File: src/rtl/ddr3_pkg.sv
// Shared DDR3 command-arbiter definitions: command type, PHY pin encodings,
// FSM state type and default timing constants.
package ddr3_pkg;

    localparam int unsigned DEF_T_RRD = 4;
    localparam int unsigned DEF_T_CCD = 4;
    localparam int unsigned DEF_T_RFC = 64;

    // Encodings 5..7 are undefined and are treated like NOP.
    typedef enum logic [2:0] {
        CMD_NOP = 3'd0,
        CMD_ACT = 3'd1,
        CMD_RD  = 3'd2,
        CMD_WR  = 3'd3,
        CMD_PRE = 3'd4
    } ddr3_cmd_t;

    typedef enum logic {
        ST_ARB      = 1'b0,
        ST_RFC_WAIT = 1'b1
    } arb_state_t;

    typedef struct packed {
        logic cs_n;
        logic ras_n;
        logic cas_n;
        logic we_n;
    } ddr3_pins_t;

    localparam ddr3_pins_t PINS_NOP = '{cs_n: 1'b1, ras_n: 1'b1, cas_n: 1'b1, we_n: 1'b1};
    localparam ddr3_pins_t PINS_ACT = '{cs_n: 1'b0, ras_n: 1'b0, cas_n: 1'b1, we_n: 1'b1};
    localparam ddr3_pins_t PINS_RD  = '{cs_n: 1'b0, ras_n: 1'b1, cas_n: 1'b0, we_n: 1'b1};
    localparam ddr3_pins_t PINS_WR  = '{cs_n: 1'b0, ras_n: 1'b1, cas_n: 1'b0, we_n: 1'b0};
    localparam ddr3_pins_t PINS_PRE = '{cs_n: 1'b0, ras_n: 1'b0, cas_n: 1'b1, we_n: 1'b0};
    localparam ddr3_pins_t PINS_REF = '{cs_n: 1'b0, ras_n: 1'b0, cas_n: 1'b0, we_n: 1'b1};

    // Pin pattern for a bank command; anything not a real command drives NOP.
    function automatic ddr3_pins_t cmd_pins(input ddr3_cmd_t cmd);
        case (cmd)
            CMD_ACT: return PINS_ACT;
            CMD_RD:  return PINS_RD;
            CMD_WR:  return PINS_WR;
            CMD_PRE: return PINS_PRE;
            default: return PINS_NOP;
        endcase
    endfunction

    function automatic logic is_col_cmd(input ddr3_cmd_t cmd);
        return (cmd == CMD_RD) || (cmd == CMD_WR);
    endfunction

endpackage

File: src/rtl/rr_arbiter.sv
// Round-robin priority search: first set req bit starting at ptr, wrapping.
// Ports: req (request vector), ptr (highest-priority index),
//        grant_onehot / grant_idx (winner), grant_any (some request won).
// N must be a power of two so the index wraps by natural overflow.
module rr_arbiter #(
    parameter  int unsigned N     = 8,
    localparam int unsigned IDX_W = $clog2(N)
) (
    input  logic [N-1:0]     req,
    input  logic [IDX_W-1:0] ptr,
    output logic [N-1:0]     grant_onehot,
    output logic [IDX_W-1:0] grant_idx,
    output logic             grant_any
);

    logic [IDX_W-1:0] idx;

    // Walk ptr, ptr+1, ... and latch the first requester found.
    always_comb begin
        grant_onehot = '0;
        grant_idx    = '0;
        grant_any    = 1'b0;
        idx          = '0;
        for (int unsigned i = 0; i < N; i++) begin
            idx = ptr + IDX_W'(i);
            if (!grant_any && req[idx]) begin
                grant_any         = 1'b1;
                grant_idx         = idx;
                grant_onehot[idx] = 1'b1;
            end
        end
    end

endmodule

File: src/rtl/ddr3_cmd_arb.sv
// DDR3 command arbiter: round-robin grant among per-bank requesters with
// tRRD/tCCD spacing, refresh priority and a tRFC blackout, driving
// registered PHY command pins one cycle after each grant.
// Ports: clk, rst_n (sync, active-low); bank_cmd_valid/type/addr in,
//        bank_cmd_ready (one-hot, same-cycle) out; next_prio_bank (pointer
//        used by the next arbitration); refresh_cmd_valid in,
//        refresh_cmd_ready out; ddr3_cs_n/ras_n/cas_n/we_n, ddr3_ba,
//        ddr3_addr registered PHY outputs.
module ddr3_cmd_arb
    import ddr3_pkg::*;
#(
    parameter  int unsigned NUM_BANKS = 8,
    parameter  int unsigned ADDR_W    = 14,
    parameter  int unsigned T_RRD     = DEF_T_RRD,
    parameter  int unsigned T_CCD     = DEF_T_CCD,
    parameter  int unsigned T_RFC     = DEF_T_RFC,
    localparam int unsigned BA_W      = $clog2(NUM_BANKS)
) (
    input  logic                                clk,
    input  logic                                rst_n,
    input  logic [NUM_BANKS-1:0]                bank_cmd_valid,
    input  ddr3_cmd_t [NUM_BANKS-1:0]           bank_cmd_type,
    input  logic [NUM_BANKS-1:0][ADDR_W-1:0]    bank_addr,
    output logic [NUM_BANKS-1:0]                bank_cmd_ready,
    output logic [BA_W-1:0]                     next_prio_bank,
    input  logic                                refresh_cmd_valid,
    output logic                                refresh_cmd_ready,
    output logic                                ddr3_cs_n,
    output logic                                ddr3_ras_n,
    output logic                                ddr3_cas_n,
    output logic                                ddr3_we_n,
    output logic [BA_W-1:0]                     ddr3_ba,
    output logic [ADDR_W-1:0]                   ddr3_addr
);

    localparam int unsigned RRD_W = $clog2(T_RRD + 1);
    localparam int unsigned CCD_W = $clog2(T_CCD + 1);
    localparam int unsigned RFC_W = $clog2(T_RFC + 1);

    arb_state_t         state_q, state_d;
    logic [RRD_W-1:0]   rrd_cnt_q;
    logic [CCD_W-1:0]   ccd_cnt_q;
    logic [RFC_W-1:0]   rfc_cnt_q;
    logic [BA_W-1:0]    prio_q;
    ddr3_pins_t         pins_q, pins_d;
    logic [BA_W-1:0]    ba_q, ba_d;
    logic [ADDR_W-1:0]  addr_q, addr_d;

    logic [NUM_BANKS-1:0] eligible;
    logic [NUM_BANKS-1:0] arb_req;
    logic [NUM_BANKS-1:0] grant_onehot;
    logic [BA_W-1:0]      grant_idx;
    logic                 grant_any;
    logic                 arb_en;
    logic                 refresh_take;
    ddr3_cmd_t            grant_type;
    ddr3_pins_t           grant_pins;

    // Arbitration only runs out of reset in ARB; refresh pre-empts banks.
    assign arb_en       = rst_n && (state_q == ST_ARB);
    assign refresh_take = arb_en && refresh_cmd_valid;
    assign arb_req      = (arb_en && !refresh_cmd_valid) ? eligible : '0;
    assign grant_type   = bank_cmd_type[grant_idx];
    assign grant_pins   = cmd_pins(grant_type);

    // Spacing-blocked banks drop out of the search instead of stalling it.
    always_comb begin
        eligible = '0;
        for (int b = 0; b < NUM_BANKS; b++) begin
            eligible[b] = bank_cmd_valid[b]
                && !((bank_cmd_type[b] == CMD_ACT) && (rrd_cnt_q != '0))
                && !(is_col_cmd(bank_cmd_type[b]) && (ccd_cnt_q != '0));
        end
    end

    rr_arbiter #(.N(NUM_BANKS)) u_rr_arbiter (
        .req          (arb_req),
        .ptr          (prio_q),
        .grant_onehot (grant_onehot),
        .grant_idx    (grant_idx),
        .grant_any    (grant_any)
    );

    // State register
    always_ff @(posedge clk) begin
        if (!rst_n) begin
            state_q <= ST_ARB;
        end else begin
            state_q <= state_d;
        end
    end

    // Next-state logic
    always_comb begin
        state_d = state_q;
        case (state_q)
            ST_ARB:      if (refresh_cmd_valid) state_d = ST_RFC_WAIT;
            ST_RFC_WAIT: if (rfc_cnt_q == '0)   state_d = ST_ARB;
            default:     state_d = ST_ARB;
        endcase
    end

    // Output logic: handshakes now, pin values for the next cycle
    always_comb begin
        bank_cmd_ready    = grant_onehot;
        refresh_cmd_ready = refresh_take;
        pins_d            = PINS_NOP;
        ba_d              = '0;
        addr_d            = '0;
        if (refresh_take) begin
            pins_d = PINS_REF;
        end else if (grant_any && (grant_pins != PINS_NOP)) begin
            pins_d = grant_pins;
            ba_d   = grant_idx;
            addr_d = bank_addr[grant_idx];
        end
    end

    // Pin registers, priority pointer and spacing/blackout counters
    always_ff @(posedge clk) begin
        if (!rst_n) begin
            pins_q    <= PINS_NOP;
            ba_q      <= '0;
            addr_q    <= '0;
            prio_q    <= '0;
            rrd_cnt_q <= '0;
            ccd_cnt_q <= '0;
            rfc_cnt_q <= '0;
        end else begin
            pins_q <= pins_d;
            ba_q   <= ba_d;
            addr_q <= addr_d;
            if (grant_any) begin
                prio_q <= grant_idx + BA_W'(1);
            end
            if (grant_any && (grant_type == CMD_ACT)) begin
                rrd_cnt_q <= RRD_W'(T_RRD - 1);
            end else if (rrd_cnt_q != '0) begin
                rrd_cnt_q <= rrd_cnt_q - RRD_W'(1);
            end
            if (grant_any && is_col_cmd(grant_type)) begin
                ccd_cnt_q <= CCD_W'(T_CCD - 1);
            end else if (ccd_cnt_q != '0) begin
                ccd_cnt_q <= ccd_cnt_q - CCD_W'(1);
            end
            if (refresh_take) begin
                rfc_cnt_q <= RFC_W'(T_RFC - 1);
            end else if ((state_q == ST_RFC_WAIT) && (rfc_cnt_q != '0)) begin
                rfc_cnt_q <= rfc_cnt_q - RFC_W'(1);
            end
        end
    end

    assign next_prio_bank = prio_q;
    assign ddr3_cs_n      = pins_q.cs_n;
    assign ddr3_ras_n     = pins_q.ras_n;
    assign ddr3_cas_n     = pins_q.cas_n;
    assign ddr3_we_n      = pins_q.we_n;
    assign ddr3_ba        = ba_q;
    assign ddr3_addr      = addr_q;

endmodule

File: config.mk
export PLATFORM = sky130hd
export DESIGN_NAME = ddr3_cmd_arb
export DESIGN_NICKNAME = d
export VERILOG_FILES = /design/src/rtl/ddr3_pkg.sv /design/src/rtl/rr_arbiter.sv /design/src/rtl/ddr3_cmd_arb.sv
export SDC_FILE = /design/constraint.sdc
export NUM_CORES = 1
export LEC_CHECK = 0
export ABC_AREA = 1
export ABC_CLOCK_PERIOD_IN_PS = 5000
export CELL_PAD_IN_SITES_DETAIL_PLACEMENT = 0
export CELL_PAD_IN_SITES_GLOBAL_PLACEMENT = 1
export CORE_ASPECT_RATIO = 0.75
export CORE_UTILIZATION = 30
export CTS_BUF_LIST = sky130_fd_sc_hd__clkbuf_16
export DETAILED_ROUTE_END_ITERATION = 8
export PLACE_DENSITY_LB_ADDON = 0.12
export SYNTH_ARGS = -nofsm -noshare
export SYNTH_HDL_FRONTEND = slang
export SYNTH_HIERARCHICAL = 1
export SYNTH_SLANG_ARGS = --single-unit
File: constraint.sdc
create_clock -name clk -period 5 [get_ports clk]
set_input_delay 1.25 -clock clk [delete_from_list [all_inputs] [get_ports clk]]
set_output_delay 1.25 -clock clk [all_outputs]
set_load 0.01 [all_outputs]
After elaboration in Yosys (flattened, before gate mapping)
Index checks and enable logic that the tools add are counted.

cells by class
  add/sub/neg operators = 11
  order comparisons = 17
  equality and inequality tests = 29
  mux-type cells = 73
  bitwise gates (word level) = 10
  reductions and logical operators = 98

operators by type and width
  operator             number
  $mux 8               9
  $or 8x8->8           7
  $eq 3x2->1 const B   18
  $logic_and 1x1->1    54
  $bmux 14 s3          1
  $lt 3x4->1 const B   9
  $eq 3x1->1 const B   9
  $mux 3               9
  $mux 1               26
  $bmux 1 s3           8
  $demux 1 s3          8
  $ge 3x1->1 const B   8
  $logic_not 1->1      24
  $pmux 4 s4           1
  $mux 14              1
  $add 3x3->3 const B  4
  $mux 6               2
  $bmux 3 s3           1
  $logic_or 1x1->1     9
  $mux 2               4
  $mux 4               2
  $logic_not 7->1      1
  $reduce_bool 7->1    1
  $sub 7x1->7 const B  1
  other kinds (11)     21

word-level totals
  bits in registers = 38
  input port bits = 147
  output and inout bits = 33
  word-level logic and storage cells = 252

Logic depth before layout (Yosys ltp)
  depth after elaboration = 38
  depth in mapped cells = 32
  mapped depth without buffers = 28

Cells and area by module
Netlist, hierarchy kept.

modules (own cells, without submodules)
  module        instances  cells an instance  area an instance (sq um)  seq. area each (sq um)
  ddr3_cmd_arb  1          534                3,199.3                   760.7
  rr_arbiter    1          305                1,560.2                   0.0

Worst setup path after synthesis
OpenSTA, ideal clock, no wires.

  kind = in2out
  start point = input port rst_n
  end point = output port bank_cmd_ready[2]
  arrival time = 3.112 ns
  required time = 3.750 ns
  path slack = 0.638 ns
  stages on the path = 15
  path buffers = 2
  path through = buf_2 -> nand3_1 -> nor3_1 -> nand2_1 -> nand3_1 -> nand3_1 -> nand2_1 -> inv_2 -> buf_2 -> nand3_1 -> nand2_1 -> nor2_1 -> nand3_1 -> nor2_1 -> nand3_1

between the ends
  cells in the longest elaborated chain, start to end = 27

RTL lines
  item                          line                RTL
  from (decl)                   ddr3_cmd_arb.sv:20  input logic rst_n,
  $logic_and 1x1->1 *           ddr3_cmd_arb.sv:60  assign arb_en = rst_n && (state_q == ST_ARB);
  $logic_and 1x1->1 *           ddr3_cmd_arb.sv:62  assign arb_req = (arb_en && !refresh_cmd_valid) ? eligible : '0;
  $mux 8 *                      ddr3_cmd_arb.sv:62
  named net arb_req[5]          ddr3_cmd_arb.sv:50  logic [NUM_BANKS-1:0] arb_req;
  $bmux 1 s3                    rr_arbiter.sv:26    if (!grant_any && req[idx]) begin
  $mux 1 (not written as such)  rr_arbiter.sv:26
  $mux 1                        rr_arbiter.sv:26
  $logic_not 1->1               rr_arbiter.sv:26
  (+12 left out)                -
  $logic_and 1x1->1             rr_arbiter.sv:26
  $mux 1                        rr_arbiter.sv:26
  $logic_not 1->1               rr_arbiter.sv:26
  $logic_and 1x1->1             rr_arbiter.sv:26
  $mux 1                        rr_arbiter.sv:26
  $logic_not 1->1               rr_arbiter.sv:26
  $logic_and 1x1->1             rr_arbiter.sv:26
  $mux 8 *                      rr_arbiter.sv:26
  to (decl)                     ddr3_cmd_arb.sv:24  output logic [NUM_BANKS-1:0] bank_cmd_ready,

Mark *: on every way through the listed nets, which the timed path passes. The rest lies on a longest branch. The select of a mux whose other input is x is not followed.

Final worst setup path
  start point = input port bank_cmd_type[19] (netlist bit)
  end point = output port bank_cmd_ready[4]

between the ends
  cells in the longest elaborated chain, start to end = 30

RTL lines
  item                                                   line                                    RTL
  from (decl)                                            ddr3_cmd_arb.sv:22                      input ddr3_cmd_t [NUM_BANKS-1:0] bank_cmd_type,
  $eq 3x1->1 or $eq 3x2->1 (tied branches)               ddr3_cmd_arb.sv:71, ddr3_pkg.sv:49
  $logic_and 1x1->1 or $logic_or 1x1->1 (tied branches)  ddr3_cmd_arb.sv:71, ddr3_pkg.sv:49
  $logic_not 1->1 or $logic_and 1x1->1 (tied branches)   ddr3_cmd_arb.sv:71, ddr3_cmd_arb.sv:72
  $logic_and 1x1->1 or $logic_not 1->1 (tied branches)   ddr3_cmd_arb.sv:71, ddr3_cmd_arb.sv:72
  $logic_and 1x1->1 *                                    ddr3_cmd_arb.sv:72                      && !(is_col_cmd(bank_cmd_type[b]) && (ccd_cnt_q != '0));
  $mux 8 *                                               ddr3_cmd_arb.sv:62
  named net arb_req[6]                                   ddr3_cmd_arb.sv:50
  $bmux 1 s3                                             rr_arbiter.sv:26
  (+15 left out)                                         -
  $logic_and 1x1->1                                      rr_arbiter.sv:26
  $mux 1                                                 rr_arbiter.sv:26
  $logic_not 1->1                                        rr_arbiter.sv:26
  $logic_and 1x1->1                                      rr_arbiter.sv:26
  $mux 1                                                 rr_arbiter.sv:26
  $logic_not 1->1                                        rr_arbiter.sv:26
  $logic_and 1x1->1                                      rr_arbiter.sv:26
  $mux 8 *                                               rr_arbiter.sv:26

Marks and branches as above.

==> results.cfg <==
[status]
outcome = finished, final reports clean

[drt]
post_drt_via_cell_ratio = 4.771
wl_met2_um = 8038
met3_length_um = 1307
drt-pass1-iter-count = 5
drc = 0
vias = 6131
routed_wl_um = 18790
top_layer = met4
ant_nets = 0
drt-wirelength-per-cell_um = 14.62
drt_iter0_markers = 460
wl_met1_um = 9357

[floorplan]
core-area_sq_mm = 0.01537
die_w_um = 147.4
die_h_um = 111.1
fp.dieArea_sq_mm = 0.01638
num_rows = 39
initial_core_util_pct = 30.96
io_pins = 180

[placed_design]
portBuffers = 179
gp_congestion = 0.9184
dp.cells = 1274
pre_cts_ws_ns = -0.3537
hpwl_um = 14800

[setup_path]
cp_cell_sequence = clkdlybuf4s50_1, o41ai_4, nor3_4, nand2_1, nand3_1, nand2_1, nand2_1, nand2_2, buf_4, nand4_4, nor2_4, buf_4, nand4_1, nand3_1, buf_2
rr_worst_depth = 28
crit_buf_inv = 4
worstPathArrival_ns = 3.66
max_stage_delay_ns = 0.49
timing.rr.start = rrd_cnt_q[0]
worstPathRequired_ns = 3.75
slowest_stage = clkdlybuf4s50_1
critPathLaunchType = input port
cp_common_cell = nand2_1
timing.rr.end = ddr3_addr[5]
cp_top_family = simple AND/OR/NAND/NOR gates
critPathCaptureType = output port
crit_fanout = 7
ff2ff_setup_slack_ns = 0.93
crit_type = in -> out

[timing]
slew_violations = 0
fin_crit_ns = 4.909
clock.fmax_mhz = 203.7
setup_viol = 0
final.period_utilization_pct = 98.18
timing_hold_violations_final = 0
worst_hold_slack_ns = 0.4669
tns_ns = 0
fin_skew_ns = 0.002069
slew_headroom_pct = 66.10
timing.final.ws_setup_ns = 0.09077
rsz0062_at_grt = true
worstMarginPinSlew_ns = 0.5078

[cts]
cts.path.max_buffers = 2
clk_pin_slew_ns = 0.06
cts_buffers = 5
cts-root-buf = clkbuf_16
clock_sinks = 38
clk_latency_ns = 0.27
cts_tree = done
htree_num_levels = 2

[final_layout]
diodes = 0
nets = 1239
area_delta_synth_final_pct = 67.59
mostFrequentLayoutCells = nand2_1, clkdlybuf4s50_1, nand3_1
final_common_cell = nand2_1
finalNonFillerCells = 1285
layout-drive-gt1-share_pct = 21.02

[global_routing]
grt_pass1_vias = 5722
gr-total-overflow = 0
grt_max_degree = 31
grtUsageTotal_pct = 22.65
antenna_found_initial = 0
grt_pass1_wl_um = 29620

[min_path]
min-delay-start = rfc_cnt_q[5]
min_path_type = reg -> reg
whs_path_depth = 2
whs_endpoint = rfc_cnt_q[5]

[logic_synthesis]
syn_inst = 839
synth_area_per_cell_sq_um = 5.673
synth_area_sq_mm = 0.004760
yosys_warnings = 6
ys_ff_latch = 38
syn_nets = 999
seq_area_frac_synth_pct = 15.98
yosysUniqueCellTypes = 40

[run]
cap_violations = 0
[sequential cells by signal, summed over array words and instances (netlist names)]
signal,cells
rrd_cnt_q,3
ddr3_cas_n,1
state_q,1
ddr3_cs_n,1
ccd_cnt_q,3
ddr3_ba,3
ddr3_we_n,1
ddr3_ras_n,1
ddr3_addr,14
rfc_cnt_q,7
next_prio_bank,3
[routing by layer]
| layer | global-route usage [%] | vias up |
|---|---|---|
| li1 | - | 3201 |
| met1 | 34.35 | 2712 |
| met2 | 33.36 | 212 |
| met3 | 3.992 | 6 |
| met4 | 3.230 | 0 |
| met5 | 0 | - |
[cells in the mapped netlist, drive strengths merged]
master | instances | area [sq um]
a211oi | 1 | 7.510
inv | 101 | 386.6
a31oi | 2 | 18.77
o41ai | 8 | 70.07
nand2 | 263 | 1045
or2 | 1 | 6.260
clkbuf | 15 | 56.30
and3 | 1 | 6.260
buf | 34 | 245.2
o21bai | 2 | 15.01
o21ai | 10 | 50.05
xnor2 | 1 | 8.760
nand3 | 195 | 1054
nor2 | 71 | 371.6
xor2 | 6 | 52.55
ha | 13 | 162.7
nor3 | 43 | 226.5
nand4 | 16 | 115.1
dfxtp | 38 | 760.7
clkinv | 2 | 7.510
nand3b | 1 | 7.510
a21oi | 15 | 86.34
[worst max-delay path by stage]
stage                     cells after the start  slack, ns         startpoint                 to
after floorplan                              15       0.64              rst_n  bank_cmd_ready[2]
after global placement                       17      -0.35   bank_cmd_type[3]  bank_cmd_ready[6]
after detailed placement                     16      -0.35              rst_n  bank_cmd_ready[6]
after CTS                                    17      -0.22              rst_n  bank_cmd_ready[7]
after global routing                         16      -0.06   bank_cmd_type[7]  bank_cmd_ready[4]
final                                        15       0.09  bank_cmd_type[19]  bank_cmd_ready[4]
[worst register-to-register path: cells and delay by family, from the launching register on]
| family | cells | cell delay (ns) |
|---|---|---|
| AO/OA/AOI/OAI | 2 | 0.66 |
| adder cells (fa/ha/maj) | 1 | 0.19 |
| buffers and inverters | 12 | 1.70 |
| flip-flops | 1 | 0.34 |
| AND/OR/NAND/NOR | 13 | 1.13 |
[cell families (layout without fill, tap and decap cells)]
kind of cell               Yosys count  in the layout  synth area share, %
and+or+nand+nor                    591            592                59.49
buffers and inverters              152            392                14.62
AOI/OAI and AO/OA                   38             38                5.205
DFF                                 38             38                15.98
adders and majority gates           13             13                3.418
xor gates and xnor gates             7              7                1.288
[layout make-up]
type / instances / area (sq um)
multi-input combinational: 650 / 3730
clock inverter: 3 / 63.81
inverter: 103 / 399.1
sequential: 38 / 760.7
fill: 1571 / 7395
tap: 205 / 256.5
clock buffer: 5 / 125.1
timing repair buffer: 281 / 2641
[repair_timing]
| action | CTS | global route |
|---|---|---|
| setup buffers | 0 | 2 |
| setup endpoints to repair | 8 | 27 |
| resized for setup | 37 | 68 |
| pin swaps | 2 | 10 |
| hold buffers | 0 | 0 |
| cloned | 0 | 1 |
[stage by stage]
step | utilization [%] | instance area (sq um)
2_1_floorplan | - | 4760
3_3_place_gp | 47.98 | 7375
5_1_grt | 51.89 | 7976
4_1_cts | 50.27 | 7727
3_5_place_dp | 47.98 | 7375
6_report | 51.89 | 7976
Power of run 1 is left out: the tool's default activity adds up to more than one toggle a clock period on the data nets, which glitch-free logic cannot reach.
